--- config.mk ---
export PLATFORM = sky130hd
export DESIGN_NAME = square_move_collector_flat
export DESIGN_NICKNAME = d
export VERILOG_FILES = /design/src/rtl/square_move_collector_pkg.sv /design/src/rtl/square_move_collector_if.sv /design/src/rtl/square_move_collector_prio_enc16.sv /design/src/rtl/square_move_collector.sv /design/src/flat_wrapper.sv
export SDC_FILE = /design/constraint.sdc
export NUM_CORES = 1
export LEC_CHECK = 0
export BUFFER_PORTS_ARGS = -buffer_cell sky130_fd_sc_hd__buf_2
export CELL_PAD_IN_SITES_DETAIL_PLACEMENT = 1
export CELL_PAD_IN_SITES_GLOBAL_PLACEMENT = 2
export CORE_UTILIZATION = 34
export DETAILED_ROUTE_END_ITERATION = 10
export PLACE_DENSITY = 0.95
export REMOVE_ABC_BUFFERS = 1
export SETUP_SLACK_MARGIN = 0.4
export SLEW_MARGIN = 10
export SYNTH_ARGS = -nofsm -noshare
export SYNTH_HDL_FRONTEND = slang
export SYNTH_SLANG_ARGS = --single-unit
export TNS_END_PERCENT = 100
--- constraint.sdc ---
create_clock -name clk -period 33.1 [get_ports clk]
set_input_delay 4.965 -clock clk [delete_from_list [all_inputs] [get_ports clk]]
set_output_delay 4.965 -clock clk [all_outputs]
set_load 0.005 [all_outputs]
--- src/rtl/square_move_collector_pkg.sv ---
// Shared definitions for the square move collector: word geometry, empty-move
// encoding, direction indices, piece/colour codes and the collector state type.
package square_move_collector_pkg;

  localparam int NUM_DIR = 16;
  localparam int MOVE_W  = 24;
  localparam int IDX_W   = 4;

  localparam logic [MOVE_W-1:0] EMPTY_MOVE = 24'h000000;

  // Sliding / king / pawn directions
  localparam logic [IDX_W-1:0] DIR_U   = 4'd0;
  localparam logic [IDX_W-1:0] DIR_D   = 4'd1;
  localparam logic [IDX_W-1:0] DIR_L   = 4'd2;
  localparam logic [IDX_W-1:0] DIR_R   = 4'd3;
  localparam logic [IDX_W-1:0] DIR_UL  = 4'd4;
  localparam logic [IDX_W-1:0] DIR_UR  = 4'd5;
  localparam logic [IDX_W-1:0] DIR_DL  = 4'd6;
  localparam logic [IDX_W-1:0] DIR_DR  = 4'd7;
  // Knight jumps
  localparam logic [IDX_W-1:0] DIR_UUL = 4'd8;
  localparam logic [IDX_W-1:0] DIR_UUR = 4'd9;
  localparam logic [IDX_W-1:0] DIR_LLU = 4'd10;
  localparam logic [IDX_W-1:0] DIR_RRU = 4'd11;
  localparam logic [IDX_W-1:0] DIR_DDL = 4'd12;
  localparam logic [IDX_W-1:0] DIR_DDR = 4'd13;
  localparam logic [IDX_W-1:0] DIR_LLD = 4'd14;
  localparam logic [IDX_W-1:0] DIR_RRD = 4'd15;

  // Piece and colour codes used by the square logic feeding this block
  typedef enum logic [2:0] {
    PIECE_NONE, PIECE_PAWN, PIECE_KNIGHT, PIECE_BISHOP,
    PIECE_ROOK, PIECE_QUEEN, PIECE_KING
  } piece_t;

  typedef enum logic {COLOUR_WHITE, COLOUR_BLACK} colour_t;

  // Collector FSM states
  //  state   | meaning
  //  ST_IDLE | waiting for a snapshot request
  //  ST_EMIT | streaming pending moves, lowest direction first
  //  ST_DONE | one-cycle completion pulse
  typedef enum logic [1:0] {ST_IDLE, ST_EMIT, ST_DONE} state_t;

endpackage

--- src/rtl/square_move_collector_if.sv ---
// Move stream handshake between the collector and the move-list stage.
interface square_move_collector_if;

  logic [square_move_collector_pkg::MOVE_W-1:0] move_out;
  logic [square_move_collector_pkg::IDX_W-1:0]  move_dir;
  logic                                         move_valid;
  logic                                         move_ready;

  modport master (output move_out, output move_dir, output move_valid, input move_ready);
  modport slave  (input move_out, input move_dir, input move_valid, output move_ready);

endinterface

--- src/rtl/square_move_collector_prio_enc16.sv ---
// Lowest-set-bit encoder over the 16-entry pending mask.
module square_move_collector_prio_enc16 (
  input  logic [15:0] pending,
  output logic        any,
  output logic [3:0]  idx
);

  // Scan from the top so the lowest set bit is the last one to win.
  always_comb begin
    idx = '0;
    for (int i = 15; i >= 0; i--) begin
      if (pending[i]) idx = 4'(i);
    end
  end

  assign any = |pending;

endmodule

--- src/rtl/square_move_collector.sv ---
// Snapshots one square's 16 direction move words, drops empty ones and streams
// the rest over a valid/ready handshake, lowest direction index first.
module square_move_collector
  import square_move_collector_pkg::*;
(
  input  logic                      clk,
  input  logic                      clear,
  input  logic                      load,
  input  logic                      flush,
  input  logic [NUM_DIR*MOVE_W-1:0] moves_in,
  square_move_collector_if.master   mv,
  output logic                      busy,
  output logic                      done,
  output logic [IDX_W:0]            move_count
);

  localparam logic [IDX_W:0]   CNT_ONE    = 1;
  localparam logic [NUM_DIR-1:0] ONEHOT_LSB = 1;

  state_t               state, next_state;
  logic [MOVE_W-1:0]    words [NUM_DIR];
  logic [NUM_DIR-1:0]   pending;
  logic [NUM_DIR-1:0]   cap_mask;
  logic [NUM_DIR-1:0]   sel_onehot;
  logic [IDX_W-1:0]     sel;
  logic                 sel_any;
  logic                 cap_any;
  logic                 capture;
  logic                 fire;
  logic                 last_move;

  square_move_collector_prio_enc16 u_prio (
    .pending (pending),
    .any     (sel_any),
    .idx     (sel)
  );

  // Non-empty mask of the incoming words, used only at capture time.
  always_comb begin
    cap_mask = '0;
    for (int i = 0; i < NUM_DIR; i++) begin
      cap_mask[i] = (moves_in[i*MOVE_W +: MOVE_W] != EMPTY_MOVE);
    end
  end

  assign cap_any    = |cap_mask;
  assign capture    = (state == ST_IDLE) && load && !flush;
  assign fire       = (state == ST_EMIT) && sel_any && mv.move_ready && !flush;
  assign sel_onehot = ONEHOT_LSB << sel;
  assign last_move  = ((pending & ~sel_onehot) == '0);

  // State register.
  always_ff @(posedge clk or posedge clear) begin
    if (clear) state <= ST_IDLE;
    else       state <= next_state;
  end

  // Next-state and output decode; outputs depend on registers only, never on moves_in.
  always_comb begin
    next_state    = state;
    mv.move_valid = 1'b0;
    mv.move_out   = '0;
    mv.move_dir   = '0;
    busy          = (state != ST_IDLE);
    done          = 1'b0;
    case (state)
      ST_IDLE: begin
        if (capture) next_state = cap_any ? ST_EMIT : ST_DONE;
      end
      ST_EMIT: begin
        mv.move_valid = 1'b1;
        mv.move_out   = words[sel];
        mv.move_dir   = sel;
        if (fire && last_move) next_state = ST_DONE;
      end
      ST_DONE: begin
        done       = 1'b1;
        next_state = ST_IDLE;
      end
      default: next_state = ST_IDLE;
    endcase
    if (flush) next_state = ST_IDLE;
  end

  // Snapshot words, pending mask and accepted-move counter.
  always_ff @(posedge clk or posedge clear) begin
    if (clear) begin
      for (int i = 0; i < NUM_DIR; i++) words[i] <= '0;
      pending    <= '0;
      move_count <= '0;
    end else if (flush) begin
      pending <= '0;
    end else if (capture) begin
      for (int i = 0; i < NUM_DIR; i++) words[i] <= moves_in[i*MOVE_W +: MOVE_W];
      pending    <= cap_mask;
      move_count <= '0;
    end else if (fire) begin
      pending[sel] <= 1'b0;
      move_count   <= move_count + CNT_ONE;
    end
  end

endmodule

--- src/flat_wrapper.sv ---
// flat-port wrapper written by rule: the top's interface ports become plain ports
module square_move_collector_flat import square_move_collector_pkg::*;
  (clk, clear, load, flush, moves_in, busy, done, move_count, mv_move_out, mv_move_dir, mv_move_valid, mv_move_ready);
  square_move_collector_if mv_i ();
  input  logic clk;
  input  logic clear;
  input  logic load;
  input  logic flush;
  input  logic [NUM_DIR*MOVE_W-1:0] moves_in;
  output logic busy;
  output logic done;
  output logic [IDX_W:0] move_count;
  output wire logic [$bits(mv_i.move_out)-1:0] mv_move_out;
  output wire logic [$bits(mv_i.move_dir)-1:0] mv_move_dir;
  output wire logic [$bits(mv_i.move_valid)-1:0] mv_move_valid;
  input wire logic [$bits(mv_i.move_ready)-1:0] mv_move_ready;
  assign mv_move_out = mv_i.move_out;
  assign mv_move_dir = mv_i.move_dir;
  assign mv_move_valid = mv_i.move_valid;
  assign mv_i.move_ready = mv_move_ready;
  square_move_collector u_core (.clk(clk), .clear(clear), .load(load), .flush(flush), .moves_in(moves_in), .mv(mv_i), .busy(busy), .done(done), .move_count(move_count));
endmodule
# After elaboration in Yosys (flattened, before gate mapping)
# Index checks and enable logic that the tools add are counted.
# op_classes
add_sub_neg,1
n_reduce_logical,34
eq_ne,4
order_cmp,3
muxes,35
n_shift,1
bitwise_logic,6
# ops
op,count
$reduce_bool A24 Y1,16
$bmux W24 S4,1
$mux W24,3
$mux W4,17
$mux W16,3
$and A16 B16 Y16,2
$not A16 Y16,2
$reduce_or A16 Y1,2
$logic_not A16 Y1,1
$shl A1 B4 Y16 const A,1
$mux W5,2
$mux W2,4
$logic_and A1 B1 Y1,7
$reduce_and A2 Y1,3
$add A5 B1 Y5 const B,1
$ge A5 B5 Y1 const B,1
$lt A4 B5 Y1 const B,1
$not A4 Y5,1
$demux W1 S4,1
$ge A4 B1 Y1 const B,1
$pmux W2 S2,1
$reduce_bool A2 Y1,2
$mux W1,3
$ne A3 B2 Y1 const B,1
7 further kinds,7
# word_totals
wordCells,103
in_bits,389
regBits,407

# Depth between registers and ports, before layout
# Gate-level depths: netlist (run 1).
# logic_depth
depth_word,25
mapped_depth,12

# Modules after synthesis
# A second synthesis (run 1) with hierarchy kept.
# unflattened
cells_unflattened,2127
area_unflattened_um2,19650.1
# modules_own_cells
module,area_per_inst_um2,cells_per_inst,instances,seq_area_each_um2
square_move_collector,19473.7,2093,1,10184.8
square_move_collector_prio_enc16,176.4,34,1,0.0

# Worst setup path after synthesis (run 1)
# Ideal clock, no wire load.
# synth_path
path_kind,flip-flop to output port
startpoint,reg u_core.pending[6]
endpoint,out mv_move_out[17]
t_arrival_ps,2124
path_slack_ps,26011
path_stages_with_launch,12
required_time_ps,28135
cell_sequence,dfrtp_1 > buf_4 > nor3b_1 > or3_1 > buf_2 > a31oi_4 > buf_6 > buf_2 > nand2_1 > a31oi_1 > o2111ai_1 > nor3_1
# synth_via
elab_chain_len,12
# synth_rtl
item,line_no,text
start: declaration,square_move_collector.sv:22,logic [NUM_DIR-1:0] pending;
start signal: assignment,square_move_collector.sv:95,pending <= cap_mask;
$mux W4 (7 in series),square_move_collector_prio_enc16.sv:12,if (pending[i]) idx = 4'(i);
$not A4 Y5 (implied by the code),square_move_collector.sv:72,mv.move_out = words[sel];
$bmux W24 S4,square_move_collector.sv:72,
$mux W24 (implied by the code) (2 in series),square_move_collector.sv:72,
$mux W24,square_move_collector.sv:66,case (state)
end: declaration,flat_wrapper.sv:13,output wire logic [$bits(mv_i.move_out)-1:0] mv_move_out;
# No other way between the ends. The select of a mux whose other input is x is not followed.

# Worst setup path after layout (run 1)
# layout_path
startpoint,reg u_core.pending[1]
endpoint,out mv_move_out[20]
# layout_via
elab_chain_len,7
# layout_rtl
item,line_no
$mux W4 (2 in series),square_move_collector_prio_enc16.sv:12
$not A4 Y5 (implied by the code),square_move_collector.sv:72
$bmux W24 S4,square_move_collector.sv:72
$mux W24 (implied by the code) (2 in series),square_move_collector.sv:72
$mux W24,square_move_collector.sv:66
# No other way between the ends. The select of a mux whose other input is x is not followed.

==> impl_results.html, run 1 <==
<table>
<tr><th>Metric</th><th>Value</th></tr>
<tr><th colspan="2">Synth</th></tr>
<tr><td>Top cells by area in the synthesized netlist</td><td>sky130_fd_sc_hd__dfrtp_1, sky130_fd_sc_hd__nand2_1, sky130_fd_sc_hd__nor4_1, sky130_fd_sc_hd__nand3_1, sky130_fd_sc_hd__clkbuf_1</td></tr>
<tr><td>Number of instances in the synthesized netlist</td><td>2567</td></tr>
<tr><td>Post-synth EDFFs</td><td>0</td></tr>
<tr><td>Part of the Yosys area used for sequential elements</td><td>50.9%</td></tr>
<tr><td>Synth Warn #</td><td>0</td></tr>
<tr><td>Share of the synthesized area in the top cell type</td><td>50.9%</td></tr>
<tr><td>Post-synth cell types</td><td>70</td></tr>
<tr><td>Top_reg_cell synth</td><td>sky130_fd_sc_hd__dfrtp_1</td></tr>
<tr><td>Async S/R FF share, synth</td><td>100%</td></tr>
<tr><td>Post-synthesis cell area</td><td>20000 um^2</td></tr>
<tr><td>Post-synthesis area per instance</td><td>7.80 um^2</td></tr>
<tr><td>Flip-flop and latch count after synthesis</td><td>407</td></tr>
<tr><td>Post-synthesis cell type with the largest combined area</td><td>sky130_fd_sc_hd__dfrtp_1</td></tr>
<tr><th colspan="2">Power</th></tr>
<tr><td>Sequential group share of total power</td><td>42.3%</td></tr>
<tr><td>Switching power</td><td>0.000576 W</td></tr>
<tr><td>Power share of the clock group</td><td>32.1%</td></tr>
<tr><td>Switching Fraction</td><td>35.9%</td></tr>
<tr><td>Power Density</td><td>66.3 nW/um^2</td></tr>
<tr><td>Static Leakage</td><td>12.3 nW</td></tr>
<tr><td>Worst vdd ir</td><td>36.4 uV</td></tr>
<tr><td>P_int</td><td>0.00103 W</td></tr>
<tr><td>Post-layout power</td><td>0.00160 W</td></tr>
<tr><td>Combinational group share of total power</td><td>25.5%</td></tr>
<tr><th colspan="2">Setup path</th></tr>
<tr><td>Register-to-register path setup slack</td><td>29.13 ns</td></tr>
<tr><td>Buffers and inverters on the worst path</td><td>1</td></tr>
<tr><td>Total stage count of the critical path</td><td>7</td></tr>
<tr><td>Cell depth of the worst flop-to-flop path</td><td>7</td></tr>
<tr><td>Critical-path cell with the highest stage delay</td><td>sky130_fd_sc_hd__nand2_1</td></tr>
<tr><td>CP Data Required Time</td><td>28.13 ns</td></tr>
<tr><td>Crit Reg-Reg Startpoint</td><td>u_core.state[0]$_DFFE_PP0P_</td></tr>
<tr><td>Critical path's top delay family</td><td>simple AND/OR/NAND/NOR gates</td></tr>
<tr><td>Data arrival, critical path</td><td>4.41 ns</td></tr>
<tr><td>CP Launch Type</td><td>flop</td></tr>
<tr><td>Start point of the critical path</td><td>u_core.pending[1]$_DFFE_PP0P_</td></tr>
<tr><td>Worst reg2reg endpoint</td><td>u_core.words[144]$_DFFE_PP0P_</td></tr>
<tr><td>Class of the most critical setup path</td><td>reg -&gt; out</td></tr>
<tr><td>Critical path, cell by cell</td><td>nor4_4 &gt; nand3_1 &gt; a21oi_2 &gt; nand2_1 &gt; o221ai_1 &gt; nor3_1 &gt; buf_2</td></tr>
<tr><td>Capturing element of the worst setup path</td><td>mv_move_out[20]</td></tr>
<tr><td>Max Fanout on Critical Path</td><td>20</td></tr>
<tr><td>CP max stage delay</td><td>0.85 ns</td></tr>
<tr><td>Critical path capture point type</td><td>output pin</td></tr>
<tr><th colspan="2">STA</th></tr>
<tr><td>Setup-violating endpoint count in the final report</td><td>0</td></tr>
<tr><td>Final critical-path share of the clock period</td><td>28.3%</td></tr>
<tr><td>Achievable frequency</td><td>0.107 GHz</td></tr>
<tr><td>RSZ-0062 raised after global routing</td><td>false</td></tr>
<tr><td>Actual slew at the worst max-slew pin</td><td>1.26 ns</td></tr>
<tr><td>Worst clock skew</td><td>0.0442 ns</td></tr>
<tr><td>Number of max-slew violations in the final report</td><td>0</td></tr>
<tr><td>Shortest clock period the worst path allows after layout</td><td>9.38 ns</td></tr>
<tr><td>Summed negative setup slack over all endpoints</td><td>0 ns</td></tr>
<tr><td>Count of final hold-check violations</td><td>0</td></tr>
<tr><td>Headroom to the max-slew limit</td><td>16.3%</td></tr>
<tr><th colspan="2">Clock tree</th></tr>
<tr><td>Post-CTS Setup Bufs</td><td>0</td></tr>
<tr><td>Number of buffers between clock root and the deepest sink</td><td>3</td></tr>
<tr><td>Clock transition at path regs</td><td>0.06 ns</td></tr>
<tr><td>Total CTS buffers</td><td>47</td></tr>
<tr><td>CTS H-tree lvls</td><td>2</td></tr>
<tr><td>Clock Sink Count</td><td>407</td></tr>
<tr><td>Quantity of gates resized following cts</td><td>0</td></tr>
<tr><td>Clock latency of the later-clocked register in the worst-skew pair</td><td>0.61 ns</td></tr>
<tr><td>Clk root buf</td><td>sky130_fd_sc_hd__clkbuf_16</td></tr>
<tr><td>TritonCTS clock tree</td><td>done</td></tr>
<tr><td>Hold-fix buffers at CTS</td><td>0</td></tr>
<tr><th colspan="2">Status</th></tr>
<tr><td>Outcome</td><td>finished clean</td></tr>
<tr><th colspan="2">GRT</th></tr>
<tr><td>Via count of the first global-routing pass</td><td>21300</td></tr>
<tr><td>Antenna violations before repair</td><td>2</td></tr>
<tr><td>Total grt overflow</td><td>0</td></tr>
<tr><td>Maximum number of pins on one net before global-route repair</td><td>245</td></tr>
<tr><td>Global-route wire length before repair</td><td>135000 um</td></tr>
<tr><td>Aggregate global-route resource usage</td><td>30.2%</td></tr>
<tr><th colspan="2">Drt</th></tr>
<tr><td>Pre-antenna DRT Iters</td><td>7</td></tr>
<tr><td>Average wire length per cell after detail routing</td><td>24.5 um</td></tr>
<tr><td>Via density per instance</td><td>5.49</td></tr>
<tr><td>Via count</td><td>20300</td></tr>
<tr><td>Starting DRT DRC Count</td><td>1557</td></tr>
<tr><td>Final antenna-violating net count</td><td>0</td></tr>
<tr><td>Aggregate routed wire length</td><td>90900 um</td></tr>
<tr><td>Total DRC errors in the routed layout</td><td>0</td></tr>
<tr><th colspan="2">Layout</th></tr>
<tr><td>Final non-filler cell total</td><td>3707</td></tr>
<tr><td>Synth-to-Final Area Change</td><td>20.7%</td></tr>
<tr><td>Post-layout net count</td><td>3298</td></tr>
<tr><td>Share of post-route cells with drive strength above 1</td><td>18.7%</td></tr>
<tr><td>Filler cells</td><td>7164</td></tr>
<tr><th colspan="2">Floorplan</th></tr>
<tr><td>Number of placed I/O pins</td><td>425</td></tr>
<tr><td>Floorplan Core Area</td><td>57900 um^2</td></tr>
<tr><td>Die area</td><td>59800 um^2</td></tr>
<tr><td>Die span in y</td><td>245 um</td></tr>
<tr><td>Initial core utilization</td><td>34.6%</td></tr>
<tr><td>Cell row count</td><td>88</td></tr>
<tr><td>DIE WIDTH</td><td>245 um</td></tr>
<tr><th colspan="2">Hold path</th></tr>
<tr><td>Type of the tightest min-delay check</td><td>reg -&gt; reg</td></tr>
<tr><th colspan="2">Place</th></tr>
<tr><td>DP HPWL</td><td>68100 um</td></tr>
<tr><td>Cell count after placement</td><td>3624</td></tr>
<tr><td>Global placer's final weighted congestion</td><td>0.953</td></tr>
<tr><td>Number of input and output port buffers inserted</td><td>424</td></tr>
<tr><th colspan="2">Run</th></tr>
<tr><td>Max_cap viols</td><td>0</td></tr>
</table>
cells in the mapped netlist, types with 13 or more instances:
| cell type | number |
|---|---|
| sky130_fd_sc_hd__buf_2 | 27 |
| sky130_fd_sc_hd__nand4_1 | 32 |
| sky130_fd_sc_hd__clkbuf_1 | 116 |
| sky130_fd_sc_hd__nor4_1 | 105 |
| sky130_fd_sc_hd__mux2i_1 | 32 |
| sky130_fd_sc_hd__nand2_1 | 1424 |
| sky130_fd_sc_hd__nand3_1 | 102 |
| sky130_fd_sc_hd__nor2_1 | 46 |
| sky130_fd_sc_hd__dfrtp_1 | 407 |
| sky130_fd_sc_hd__o2111ai_1 | 24 |
| sky130_fd_sc_hd__a32oi_1 | 17 |
| sky130_fd_sc_hd__nor3_1 | 29 |
| sky130_fd_sc_hd__a21oi_1 | 24 |
| sky130_fd_sc_hd__o211ai_1 | 13 |
| sky130_fd_sc_hd__o21ai_0 | 25 |
worst min-delay path by stage:
stage	from	endpoint	cells after the start
after floorplan	u_core.words[240]$_DFFE_PP0P_	u_core.words[240]$_DFFE_PP0P_	2
after global placement	u_core.words[309]$_DFFE_PP0P_	u_core.words[309]$_DFFE_PP0P_	2
after detailed placement	u_core.words[247]$_DFFE_PP0P_	u_core.words[247]$_DFFE_PP0P_	2
after CTS	u_core.words[247]$_DFFE_PP0P_	u_core.words[247]$_DFFE_PP0P_	2
after global routing	u_core.words[224]$_DFFE_PP0P_	u_core.words[224]$_DFFE_PP0P_	2
final	u_core.words[25]$_DFFE_PP0P_	u_core.words[25]$_DFFE_PP0P_	2
power by group through the flow:
stage | Clock [W] | Combinational [W] | Sequential, W
detailed placement | 0 | 0.000407 | 0.000683
CTS | 0.000525 | 0.000411 | 0.000677
finish | 0.000515 | 0.000409 | 0.000679
global route | 0.000540 | 0.000451 | 0.000688
global placement | 0 | 0.000396 | 0.000679
floorplan | 0 | 0.000267 | 0.000655
through the flow:
step	hold WS, ns	worst slack (ns)	cell area [um^2]	util (%)
after global routing	0.488	23.55	24200	41.7
after CTS	0.476	23.65	24200	41.7
after detailed placement	0.462	24.32	22700	39.1
after floorplan	0.438	5.19	19300	-
final	0.473	23.72	24200	41.7
after global placement	0.457	24.34	22700	39.1
per-layer routing:
| metal | up-vias | GRT usage (%) | share of wire [%] |
|---|---|---|---|
| met5 | - | 0 | 0.017 |
| met4 | 2 | 11.8 | 4.1 |
| li1 | 9160 | - | - |
| met2 | 757 | 50.3 | 48 |
| met1 | 10300 | 39.7 | 42 |
| met3 | 157 | 3.87 | 5.9 |
worst reg2reg max path, delay by kind of cell (launching register included):
family / cells / cell delay (ns)
DFF: 1 / 0.39
and+or+nand+nor: 4 / 0.94
buffers and inverters: 3 / 2.58
final cells by class:
class                   count  area (um^2)  share of cell area, %
flip-flops and latches    407        10200                   42.1
multi-input cells        1991         9140                   37.8
repair buffers            451         2350                   9.72
clock buffers              66         1350                   5.58
well taps                 765          957                   3.96
clock inverters            15          143                  0.590
inverters                  10         45.0                  0.186
diodes                      2         5.00                 0.0207
state kept, by name, summed over array words and instances, names as in the netlist:
name / flops
u_core.state: 2
u_core.pending: 16
u_core.move_count: 5
u_core.words: 384
logic make-up (layout without fill, tap and decap cells):
| kind of cell | Yosys count | after routing | share of synthesized area (%) |
|---|---|---|---|
| AND/OR/NAND/NOR | 1770 | 1770 | 36.5 |
| flip-flops | 407 | 407 | 50.9 |
| AO/OA/AOI/OAI | 182 | 182 | 6.92 |
| buffers and inverters | 169 | 542 | 3.76 |
| multiplexers | 33 | 33 | 1.66 |
| XOR/XNOR | 4 | 4 | 0.175 |
| adder cells (fa/ha/maj) | 2 | 2 | 0.113 |
| other | 0 | 2 | 0 |
cell usage in the layout, fill, tap and decap left out, drive strengths merged, types with 30 or more instances in the layout:
master,netlist,final
dfrtp,407,407
nor4,110,110
nand4,33,33
nand3,102,102
nand2,1424,1424
nor2,47,47
o21ai,30,30
clkbuf,116,66
nor3,30,30
buf,43,451
mux2i,32,32
Power figures use the tool's default switching activity.
==> run 2: changes to the inputs <==
--- a/config.mk
+++ b/config.mk
@@ -5,12 +5,13 @@
 export SDC_FILE = /design/constraint.sdc
 export NUM_CORES = 1
 export LEC_CHECK = 0
+export ABC_AREA = 1
 export BUFFER_PORTS_ARGS = -buffer_cell sky130_fd_sc_hd__buf_2
 export CELL_PAD_IN_SITES_DETAIL_PLACEMENT = 1
 export CELL_PAD_IN_SITES_GLOBAL_PLACEMENT = 2
-export CORE_UTILIZATION = 34
+export CORE_UTILIZATION = 31
 export DETAILED_ROUTE_END_ITERATION = 10
-export PLACE_DENSITY = 0.95
+export PLACE_DENSITY = 0.91
 export REMOVE_ABC_BUFFERS = 1
 export SETUP_SLACK_MARGIN = 0.4
 export SLEW_MARGIN = 10
==> constraint.sdc (replaced) <==
create_clock -name clk -period 8.85 [get_ports clk]
set_input_delay 1.3275 -clock clk [delete_from_list [all_inputs] [get_ports clk]]
set_output_delay 1.3275 -clock clk [all_outputs]
set_load 0.005 [all_outputs]
==> run 2 against run 1 <==
- final cell count rose by 12%
- flip-flop and latch count did not move
- largest power group unchanged
- design area rose by 5.8%
- critical path depth rose by 16
- setup slack got worse by 22 ns
- clock skew fell by 0.030 ns
- sequential share of layout area fell by 2.3 points
- hold slack barely moved
- largest cell class unchanged
- highest routed layer unchanged
==> impl_results.html, run 2 <==
<table>
<tr><th>Metric</th><th>Value</th></tr>
<tr><th colspan="2">Floorplan</th></tr>
<tr><td>Die span in y</td><td>263 um (was 245 um)</td></tr>
<tr><td>Floorplan Core Area</td><td>67300 um^2 (was 57900 um^2)</td></tr>
<tr><td>Cell row count</td><td>95 (was 88)</td></tr>
<tr><td>Number of placed I/O pins</td><td>425 (unchanged)</td></tr>
<tr><td>Die area</td><td>69200 um^2 (was 59800 um^2)</td></tr>
<tr><td>Initial core utilization</td><td>31.4% (was 34.6%)</td></tr>
<tr><td>DIE WIDTH</td><td>263 um (was 245 um)</td></tr>
<tr><th colspan="2">GRT</th></tr>
<tr><td>Via count of the first global-routing pass</td><td>22000 (was 21300)</td></tr>
<tr><td>Total grt overflow</td><td>0 (unchanged)</td></tr>
<tr><td>Antenna violations before repair</td><td>3 (was 2)</td></tr>
<tr><td>Maximum number of pins on one net before global-route repair</td><td>138 (was 245)</td></tr>
<tr><td>Global-route wire length before repair</td><td>137000 um (was 135000 um)</td></tr>
<tr><td>Aggregate global-route resource usage</td><td>26.2% (was 30.2%)</td></tr>
<tr><th colspan="2">Drt</th></tr>
<tr><td>Via density per instance</td><td>5.08 (was 5.49)</td></tr>
<tr><td>Total DRC errors in the routed layout</td><td>0 (unchanged)</td></tr>
<tr><td>Detailed-routed wire length on met3</td><td>4740 um (was 5330 um)</td></tr>
<tr><td>Top sig layer</td><td>met5 (unchanged)</td></tr>
<tr><td>Starting DRT DRC Count</td><td>1773 (was 1557)</td></tr>
<tr><td>Aggregate routed wire length</td><td>91600 um (was 90900 um)</td></tr>
<tr><td>WL met1</td><td>39300 um (was 38300 um)</td></tr>
<tr><td>Via count</td><td>21100 (was 20300)</td></tr>
<tr><td>DR WL met2</td><td>43900 um (was 43500 um)</td></tr>
<tr><td>Pre-antenna DRT Iters</td><td>5 (was 7)</td></tr>
<tr><td>Final antenna-violating net count</td><td>0 (unchanged)</td></tr>
<tr><td>Average wire length per cell after detail routing</td><td>22.0 um (was 24.5 um)</td></tr>
<tr><th colspan="2">Clock tree</th></tr>
<tr><td>Quantity of gates resized following cts</td><td>0 (unchanged)</td></tr>
<tr><td>CTS H-tree lvls</td><td>2 (unchanged)</td></tr>
<tr><td>Clock Sink Count</td><td>407 (unchanged)</td></tr>
<tr><td>Clock transition at path regs</td><td>0.06 ns (about the same)</td></tr>
<tr><td>TritonCTS clock tree</td><td>done (unchanged)</td></tr>
<tr><td>Clk root buf</td><td>sky130_fd_sc_hd__clkbuf_16 (unchanged)</td></tr>
<tr><td>Clock latency of the later-clocked register in the worst-skew pair</td><td>0.59 ns (was 0.61 ns)</td></tr>
<tr><td>Post-CTS Setup Bufs</td><td>0 (unchanged)</td></tr>
<tr><td>Hold-fix buffers at CTS</td><td>0 (unchanged)</td></tr>
<tr><td>Number of buffers between clock root and the deepest sink</td><td>3 (unchanged)</td></tr>
<tr><td>Total CTS buffers</td><td>49 (was 47)</td></tr>
<tr><th colspan="2">Place</th></tr>
<tr><td>Place WS</td><td>2.53 ns (was 24.32 ns)</td></tr>
<tr><td>DP HPWL</td><td>67500 um (was 68100 um)</td></tr>
<tr><td>Global placer's final weighted congestion</td><td>0.915 (was 0.953)</td></tr>
<tr><td>Post-Place Cell Area</td><td>23900 um^2 (was 22700 um^2)</td></tr>
<tr><td>Number of input and output port buffers inserted</td><td>424 (unchanged)</td></tr>
<tr><th colspan="2">Synth</th></tr>
<tr><td>Post-synth EDFFs</td><td>0 (unchanged)</td></tr>
<tr><td>Number of instances in the synthesized netlist</td><td>2914 (was 2567)</td></tr>
<tr><td>Part of the Yosys area used for sequential elements</td><td>48.2% (was 50.9%)</td></tr>
<tr><td>Share of the synthesized area in the top cell type</td><td>48.2% (was 50.9%)</td></tr>
<tr><td>Async S/R FF share, synth</td><td>100% (unchanged)</td></tr>
<tr><td>Synth Warn #</td><td>0 (unchanged)</td></tr>
<tr><td>Top cells by area in the synthesized netlist</td><td>sky130_fd_sc_hd__dfrtp_1, sky130_fd_sc_hd__nand2_1, sky130_fd_sc_hd__o21ai_0, sky130_fd_sc_hd__inv_1, sky130_fd_sc_hd__nand4_1 (was sky130_fd_sc_hd__dfrtp_1, sky130_fd_sc_hd__nand2_1, sky130_fd_sc_hd__nor4_1, sky130_fd_sc_hd__nand3_1, sky130_fd_sc_hd__clkbuf_1)</td></tr>
<tr><td>Cell with the most instances after synthesis</td><td>sky130_fd_sc_hd__nand2_1 (unchanged)</td></tr>
<tr><td>Flip-flop and latch count after synthesis</td><td>407 (unchanged)</td></tr>
<tr><td>Top_reg_cell synth</td><td>sky130_fd_sc_hd__dfrtp_1 (unchanged)</td></tr>
<tr><td>Post-synthesis area per instance</td><td>7.25 um^2 (was 7.80 um^2)</td></tr>
<tr><td>Post-synthesis cell area</td><td>21100 um^2 (was 20000 um^2)</td></tr>
<tr><td>Post-synth cell types</td><td>35 (was 70)</td></tr>
<tr><td>Post-synthesis cell type with the largest combined area</td><td>sky130_fd_sc_hd__dfrtp_1 (unchanged)</td></tr>
<tr><td>Leading post-synthesis cells by instance count</td><td>sky130_fd_sc_hd__nand2_1, sky130_fd_sc_hd__inv_1, sky130_fd_sc_hd__o21ai_0, sky130_fd_sc_hd__dfrtp_1, sky130_fd_sc_hd__nand4_1 (was sky130_fd_sc_hd__nand2_1, sky130_fd_sc_hd__dfrtp_1, sky130_fd_sc_hd__clkbuf_1, sky130_fd_sc_hd__nor4_1, sky130_fd_sc_hd__nand3_1)</td></tr>
<tr><th colspan="2">Setup path</th></tr>
<tr><td>Data arrival, critical path</td><td>5.67 ns (was 4.41 ns)</td></tr>
<tr><td>Worst reg2reg endpoint</td><td>u_core.words[97]$_DFFE_PP0P_ (was u_core.words[144]$_DFFE_PP0P_)</td></tr>
<tr><td>Cell depth of the worst flop-to-flop path</td><td>6 (was 7)</td></tr>
<tr><td>Critical path, cell by cell</td><td>inv_2 &gt; nand2_1 &gt; nand2_1 &gt; nand2_1 &gt; nand2_1 &gt; nand2_1 &gt; nand2_1 &gt; nand2_1 &gt; nand2_1 &gt; nand2_1 &gt; nand2_1 &gt; nand2_1 &gt; nand2_4 &gt; nand2_2 &gt; nand2_2 &gt; nand2_2 &gt; buf_4 &gt; nand2_2 &gt; nor2_1 &gt; o21ai_0 &gt; nand3_1 &gt; nor2_1 &gt; buf_2 (was nor4_4 &gt; nand3_1 &gt; a21oi_2 &gt; nand2_1 &gt; o221ai_1 &gt; nor3_1 &gt; buf_2)</td></tr>
<tr><td>CP max stage delay</td><td>0.85 ns (about the same)</td></tr>
<tr><td>Register-to-register path setup slack</td><td>4.66 ns (was 29.13 ns)</td></tr>
<tr><td>CP most frequent cell</td><td>sky130_fd_sc_hd__nand2_1</td></tr>
<tr><td>CP Launch Type</td><td>flop (unchanged)</td></tr>
<tr><td>Critical path's top delay family</td><td>simple AND/OR/NAND/NOR gates (unchanged)</td></tr>
<tr><td>Max Fanout on Critical Path</td><td>41 (was 20)</td></tr>
<tr><td>Buffers and inverters on the worst path</td><td>3 (was 1)</td></tr>
<tr><td>CP Data Required Time</td><td>7.52 ns (was 28.13 ns)</td></tr>
<tr><td>Critical path capture point type</td><td>output pin (unchanged)</td></tr>
<tr><td>Crit Reg-Reg Startpoint</td><td>u_core.state[0]$_DFFE_PP0P_ (unchanged)</td></tr>
<tr><td>Critical-path cell with the highest stage delay</td><td>sky130_fd_sc_hd__nand2_2 (was sky130_fd_sc_hd__nand2_1)</td></tr>
<tr><td>Class of the most critical setup path</td><td>reg -&gt; out (unchanged)</td></tr>
<tr><th colspan="2">Layout</th></tr>
<tr><td>Leading cell types in the layout, fill and taps excluded</td><td>sky130_fd_sc_hd__nand2_1, sky130_fd_sc_hd__inv_1, sky130_fd_sc_hd__o21ai_0, sky130_fd_sc_hd__buf_2, sky130_fd_sc_hd__dfrtp_1 (was sky130_fd_sc_hd__nand2_1, sky130_fd_sc_hd__buf_2, sky130_fd_sc_hd__dfrtp_1, sky130_fd_sc_hd__nor4_1, sky130_fd_sc_hd__nand3_1)</td></tr>
<tr><td>Synth-to-Final Area Change</td><td>21.0% (was 20.7%)</td></tr>
<tr><td>Largest registers</td><td>u_core.words (384), u_core.pending (16), u_core.move_count (5) (unchanged)</td></tr>
<tr><td>Flip-flop count of the largest register after layout</td><td>384 (unchanged)</td></tr>
<tr><td>Non-Filler Cell Area, Final</td><td>25600 um^2 (was 24200 um^2)</td></tr>
<tr><td>Post-layout net count</td><td>3641 (was 3298)</td></tr>
<tr><td>Filler cells</td><td>8506 (was 7164)</td></tr>
<tr><td>Share of post-route cells with drive strength above 1</td><td>16.6% (was 18.7%)</td></tr>
<tr><td>Register bank with the most flops</td><td>u_core.words (unchanged)</td></tr>
<tr><td>Leading cell type in the layout, fill and taps excluded</td><td>sky130_fd_sc_hd__nand2_1 (unchanged)</td></tr>
<tr><th colspan="2">Status</th></tr>
<tr><td>Outcome</td><td>finished clean (unchanged)</td></tr>
<tr><th colspan="2">STA</th></tr>
<tr><td>Shortest clock period the worst path allows after layout</td><td>7.00 ns</td></tr>
<tr><td>Achievable frequency</td><td>0.143 GHz</td></tr>
<tr><td>Setup-violating endpoint count in the final report</td><td>0 (unchanged)</td></tr>
<tr><td>RSZ-0062 raised after global routing</td><td>false (unchanged)</td></tr>
<tr><td>Count of final hold-check violations</td><td>0 (unchanged)</td></tr>
<tr><td>Worst clock skew</td><td>0.0147 ns (was 0.0442 ns)</td></tr>
<tr><td>Number of max-slew violations in the final report</td><td>0 (unchanged)</td></tr>
<tr><td>Actual slew at the worst max-slew pin</td><td>1.12 ns (was 1.26 ns)</td></tr>
<tr><td>Worst setup slack after layout</td><td>1.85 ns (was 23.72 ns)</td></tr>
<tr><td>Headroom to the max-slew limit</td><td>25.1% (was 16.3%)</td></tr>
<tr><td>Final critical-path share of the clock period</td><td>79.1%</td></tr>
<tr><td>Summed negative setup slack over all endpoints</td><td>0 ns (unchanged)</td></tr>
<tr><th colspan="2">Power</th></tr>
<tr><td>Power Density</td><td>280 nW/um^2 (was 66.3 nW/um^2)</td></tr>
<tr><td>Static Leakage</td><td>13.3 nW (was 12.3 nW)</td></tr>
<tr><td>Worst vdd ir</td><td>118 uV (was 36.4 uV)</td></tr>
<tr><th colspan="2">Run</th></tr>
<tr><td>Max_cap viols</td><td>0 (unchanged)</td></tr>
<tr><th colspan="2">Hold path</th></tr>
<tr><td>Hold path endpoint</td><td>u_core.words[123]$_DFFE_PP0P_ (was u_core.words[25]$_DFFE_PP0P_)</td></tr>
<tr><td>Number of cells traversed by the worst hold path</td><td>2 (unchanged)</td></tr>
<tr><td>Worst Hold Launch</td><td>u_core.words[123]$_DFFE_PP0P_ (was u_core.words[25]$_DFFE_PP0P_)</td></tr>
<tr><td>Type of the tightest min-delay check</td><td>reg -&gt; reg (unchanged)</td></tr>
</table>
==> run 2: cell types whose count changed in the layout (fill, tap and decap cells not counted), sizes merged, moves of 12 or more <==
cell     previous run  this run
a21oi              25        13
o21ai              30       491
nor2               47       118
nand2            1424       815
nand4              33       146
o2111ai            24         0
nor4              110        47
o211ai             13         0
mux2i              32         0
a32oi              17         0
inv                11       537
==> run 2: through the flow <==
| stage | std cells | util, % | hold slack [ns] | power [W] |
|---|---|---|---|---|
| detailed placement | 4073 | 35.6 | 0.460 | 0.00504 |
| CTS | 4159 | 38.0 | 0.476 | 0.00719 |
| global placement | 4073 | 35.6 | 0.456 | 0.00499 |
| floorplan | 2753 | - | 0.444 | 0.00399 |
| finish | 4162 | 38.0 | 0.473 | 0.00715 |
| global route | 4160 | 38.0 | 0.491 | 0.00756 |
==> run 2: cell families after synthesis <==
| family | count (synthesis) | synth area share (%) |
|---|---|---|
| buf+inv | 699 | 12.7 |
| flops | 407 | 48.2 |
| simple gates | 1280 | 26.3 |
| compound gates | 527 | 12.7 |
| fa+ha+maj | 1 | 0.0592 |
==> run 2: metal layers <==
metal | vias to the layer above | track usage (%)
met3 | 161 | 3.42
met1 | 10400 | 33.9
met5 | - | 0
li1 | 9892 | -
met2 | 634 | 43.9
met4 | 2 | 10.8
==> run 2: final cells by class <==
class	count	area [um^2]	area share, %
clock buffers	71	1420	5.55
repair buffers	447	2310	9.02
clock inverters	15	230	0.900
inverters	538	2030	7.95
multi-input cells	1808	8300	32.5
diodes	3	7.51	0.0294
well taps	873	1090	4.27
flip-flops and latches	407	10200	39.8
==> run 2: worst reg2reg max path, delay by kind of cell, from the launching register on <==
family | cells | cell delay [ns]
DFF | 1 | 0.37
and+or+nand+nor | 1 | 0.60
AOI/OAI and AO/OA | 1 | 0.31
buffers and inverters | 4 | 2.75
==> run 2: worst max path at each step <==
stage | start | end | slack, ns | depth (start not counted)
5_1_grt | u_core.pending[14]$_DFFE_PP0P_ | mv_move_out[14] | 1.43 | 23
3_3_place_gp | u_core.pending[14]$_DFFE_PP0P_ | mv_move_out[14] | 2.53 | 23
2_1_floorplan | flush | u_core.pending[0]$_DFFE_PP0P_ | -8.38 | 6
4_1_cts | u_core.pending[14]$_DFFE_PP0P_ | mv_move_out[14] | 1.88 | 23
6_report | u_core.pending[14]$_DFFE_PP0P_ | mv_move_out[11] | 1.85 | 23
3_5_place_dp | u_core.pending[14]$_DFFE_PP0P_ | mv_move_out[14] | 2.53 | 23
==> run 2: power by group <==
part / leakage, nW / switching [W] / internal, W
registers: 5.07 / 0.000266 / 0.00232
logic: 7.43 / 0.00176 / 0.000685
clock network: 0.808 / 0.000836 / 0.00128
total: 13.3 / 0.00286 / 0.00429
